### src/rtl/test_port_tap_pkg.sv
// rtl/test_port_tap_pkg.sv - shared types and defaults for the test-port store tap
package test_port_tap_pkg;

    typedef enum logic [1:0] {
        S_IDLE = 2'd0,
        S_EMIT = 2'd1,
        S_HOLD = 2'd2
    } state_t;

    localparam logic [29:0] TEST_PORT_DEFAULT = 30'hFF;

    typedef struct packed {
        logic [29:0] addr;
        logic [31:0] data;
    } entry_t;

endpackage

### src/rtl/test_port_tap_fifo.sv
// rtl/test_port_tap_fifo.sv - single-clock FIFO with an explicit occupancy counter
module tap_fifo
    import test_port_tap_pkg::*;
#(
    parameter int DEPTH = 8
) (
    input  logic                   clk,
    input  logic                   rst,
    input  logic                   push_i,
    input  entry_t                 push_data_i,
    input  logic                   pop_i,
    output entry_t                 head_o,
    output logic [$clog2(DEPTH):0] count_o,
    output logic [$clog2(DEPTH):0] count_next_o,
    output logic                   full_o,
    output logic                   empty_o
);
    localparam int AW = $clog2(DEPTH);
    localparam int CW = AW + 1;

    entry_t        mem_q [DEPTH];
    logic [AW-1:0] wr_ptr_q, rd_ptr_q;
    logic [CW-1:0] count_q, count_d;
    logic          do_push, do_pop;

    assign full_o  = (count_q == CW'(DEPTH));
    assign empty_o = (count_q == '0);
    assign do_pop  = pop_i && !empty_o;
    // A pop in the same cycle frees the slot, so a full FIFO still accepts the push.
    assign do_push = push_i && (!full_o || do_pop);

    always_comb begin
        count_d = count_q;
        if (do_push && !do_pop) begin
            count_d = count_q + CW'(1);
        end else if (!do_push && do_pop) begin
            count_d = count_q - CW'(1);
        end
    end

    always_ff @(posedge clk or negedge rst) begin
        if (!rst) begin
            wr_ptr_q <= '0;
            rd_ptr_q <= '0;
            count_q  <= '0;
        end else begin
            if (do_push) wr_ptr_q <= wr_ptr_q + AW'(1);
            if (do_pop)  rd_ptr_q <= rd_ptr_q + AW'(1);
            count_q <= count_d;
        end
    end

    always_ff @(posedge clk) begin
        if (do_push) mem_q[wr_ptr_q] <= push_data_i;
    end

    assign head_o       = mem_q[rd_ptr_q];
    assign count_o      = count_q;
    assign count_next_o = count_d;

endmodule

### config.mk
export PLATFORM = sky130hd
export DESIGN_NAME = tap_fifo
export DESIGN_NICKNAME = d
export VERILOG_FILES = /design/src/rtl/test_port_tap_pkg.sv /design/src/rtl/test_port_tap_fifo.sv
export SDC_FILE = /design/constraint.sdc
export NUM_CORES = 1
export LEC_CHECK = 0
export BUFFER_PORTS_ARGS = -buffer_cell sky130_fd_sc_hd__buf_2
export CAP_MARGIN = 20
export CORE_MARGIN = 2
export CORE_UTILIZATION = 38
export DETAILED_ROUTE_END_ITERATION = 16
export HOLD_SLACK_MARGIN = 0.08
export PLACE_DENSITY = 0.6
export REMOVE_ABC_BUFFERS = 1
export SETUP_SLACK_MARGIN = 0.3
export SLEW_MARGIN = 10
export SYNTH_ARGS = -nofsm -noshare
export SYNTH_HDL_FRONTEND = slang
export SYNTH_SLANG_ARGS = --single-unit
### constraint.sdc
create_clock -name clk -period 11.9 [get_ports clk]
set_clock_uncertainty 0.15 [all_clocks]
set_input_delay 0 -clock clk [delete_from_list [all_inputs] [get_ports clk]]
set_output_delay 0 -clock clk [all_outputs]
set_load 0.02 [all_outputs]
==> impl_metrics.tcl <==
set metrics [dict create \
    clkTransAtPathRegs_ps 60 \
    cts_setup_buffers 0 \
    cts_tree "built" \
    hp-class "input port to register" \
    avgSynthCellArea_um2 24.74 \
    yosys_most_used_dff "edfxtp_1" \
    cts_resized 0 \
    place_congestion 0.7309 \
    cts_made_buffers 53 \
    wl_per_cell_um 22.09 \
    yosys.area_share.simple_pct 0.8944 \
    setup.worst_path.start_class "register" \
    power_frac_comb_pct 31.2 \
    hold_violations 0 \
    cts_max_level 2 \
    yosysSeqAreaShare_pct 77.88 \
    grt_max_degree 66 \
    io_pins 138 \
    synth_edf_count 496 \
    seqPwrFrac_pct 41.2 \
    critPathMaxStageDelay_ps 1050 \
    p_clk_share_pct 27.6 \
    rsz0062_at_grt "no" \
    max_freq_mhz 271.9 \
    start_util_pct 38.60 \
    post-route-util_pct 47.20 \
    tightest_slew_ps 1045 \
    antenna_left 0 \
    synth_mux_area_share_pct 19.02 \
    cp.arrival_ps 3530 \
    setup-violations-final 0 \
    p_leak_nw 7.957 \
    fin_setup_tns_ps 0 \
    core_area_um2 50380 \
    routed_wl_um 39460 \
    path_buf_inv 2 \
    max-cap-violations 0 \
    layout_common_cells "edfxtp_1, buf_2, mux4_2, dlygate4sd3_1, clkbuf_16" \
    crit_family "flip-flops" \
    layout_commonest_cell "edfxtp_1" \
    slew_headroom_pct 30.17 \
    use_met1_pct 19.94 \
    antenna_found_initial 1 \
    grt_pass1_vias 9695 \
    nNetsFinal 1141 \
    synth_xor_area_share_pct 0.2702 \
    synth-async-reset-ratio_pct 1.976 \
    multiInputGateArea_um2 4078 \
    power_mw 5.866 \
    vias_per_cell 5.001 \
    syn_to_final_growth_pct 22.26 \
    synthCells 786 \
    internal_power_mw 4.079 \
    use_met2_pct 25.24 \
    grt_overflow 0 \
    drc 0 \
    fill_cells 4122 \
    root_buffer "clkbuf_16" \
    switching_share_pct 30.47 \
    drive_gt1_share_pct 38.27 \
    required_ps 11750 \
    drt_iter0_drc 625 \
    synth_seq_cells 506 \
    place_hpwl_um 20400 \
    cts_num_sinks 506 \
    ys_types 33 \
    netSwitchingPower_mw 1.788 \
    synth-compound-area-share_pct 0.2767 \
    dieArea_um2 53000 \
    clock_path_buffers 3 \
    vias 8931 \
    synthAdderAreaFrac_pct 0.2574 \
    criticalPathCategory "register to output pin" \
    outcome "complete, no violations" \
    rows 82 \
    slowest_stage "dfrtp_4" \
    whs_ps 105.5 \
    track_usage_pct 15.04 \
    gr-usage-met3_pct 2.877 \
    top_usage_layer "met2" \
    synthesis.area_um2 19450 \
    die_x_um 230.2 \
    slew_viol_final 0 \
    clkLatencyLatePin_ps 590 \
    critPathMaxFanout 65 \
    ir_worst_vdd_v 0.0001848 \
    grt_pass1_wl_um 59260 \
    die_height_um 230.2 \
    dp_slack_ps 8388 \
    timing.final.crit_share_pct 30.91 \
    endpoint_kind "output pin" \
    pwr_density_cell_nw_per_um2 246.7 \
    min_period_ps 3678 \
    synth_top_family_by_area "multiplexers" \
    io_buffers 137 \
    worstPathCellList "buf_4 -> mux4_2 -> mux2_2 -> buf_2" \
    dr.pass1.iters 4 \
    regArea_um2 15160 \
    yosysWarnings 0 \
    fin_ws_ps 8222 \
]
## Yosys cell counts, drive strengths merged (2+ instances only)
master  count  share of area, %
nor2        5             0.097
inv         3             0.058
dfrtp      10               1.3
ha          4              0.26
nand2b      3             0.097
xnor2       5              0.23
mux2i       2              0.10
o21ai       3             0.077
nor3        4              0.10
mux4      124                14
buf        21               1.0
nand2      13              0.25
mux2       62               4.6
edfxtp    496                77
clkbuf     16              0.31
## metrics by stage
stage          instance area (µm²)  cells
2_1_floorplan                19180    749
3_3_place_gp                 20910   1576
3_5_place_dp                 20910   1576
4_1_cts                      23750   1784
5_1_grt                      23780   1786
6_report                     23780   1786
## kinds of logic after synthesis
family | Yosys count
AO/OA/AOI/OAI | 8
XOR/XNOR | 6
multiplexers | 188
adder cells (fa/ha/maj) | 4
buffers and inverters | 40
AND/OR/NAND/NOR | 34
flip-flops | 506
## worst paths after layout
path                                              start                       to  slack [ps]  cells after the start
worst max-delay path            rd_ptr_q[1]$_DFFE_PN0N_                head_o[0]        8220                      4
worst min-delay path                     push_data_i[7]    mem_q[1][7]$_DFFE_PP_         110                      2
worst max register to register     count_o[0]$_DFF_PN0_   mem_q[3][35]$_DFFE_PP_        8490                      7
worst min register to register  wr_ptr_q[2]$_DFFE_PN0P_  wr_ptr_q[2]$_DFFE_PN0P_         460                      1
max in group asynchronous                           rst  rd_ptr_q[2]$_DFFE_PN0N_       10940                      3
min in group asynchronous                           rst     count_o[3]$_DFF_PN0_         280                      3
## registers in the layout (all words and copies together) (netlist names)
| signal | flops |
|---|---|
| mem_q | 496 |
| count_o | 4 |
| rd_ptr_q | 3 |
| wr_ptr_q | 3 |
## metal layers
layer | up-vias | wire length [µm]
li1 | 3934 | -
met1 | 4770 | 17370
met2 | 174 | 19730
met3 | 53 | 1678
met4 | 0 | 679
met5 | - | 0
## worst register-to-register path, cell delays in order (launching register included)
cell,delay [ps]
dfrtp_1,400
inv_1,100
ha_1,260
nand3b_1,150
o21a_1,170
nand2_1,220
nor2_4,840
buf_4,720
## cell type report
cell class              instances  area share (%)
diodes                          1         0.01053
multi-input cells             240           17.15
clock inverters                36           1.595
inverters                       3         0.04736
clock buffers                  61           5.705
flip-flops and latches        506           63.75
well taps                     672           3.536
repair buffers                267           8.210
## power groups by stage
stage,logic (mW),registers (mW),clock network [mW]
final,1.83,2.42,1.62
after global routing,1.96,2.45,1.73
after global placement,1.83,2.45,0
after floorplan,1.33,2.55,0
after detailed placement,1.84,2.47,0
after CTS,1.87,2.43,1.67
## timing repair
| action | in CTS | in global routing |
|---|---|---|
| endpoints found under the hold margin | 516 | 0 |
| endpoints found under the setup margin | 0 | 0 |
| hold buffers | 111 | 0 |
(Power assumes the default switching activity.)
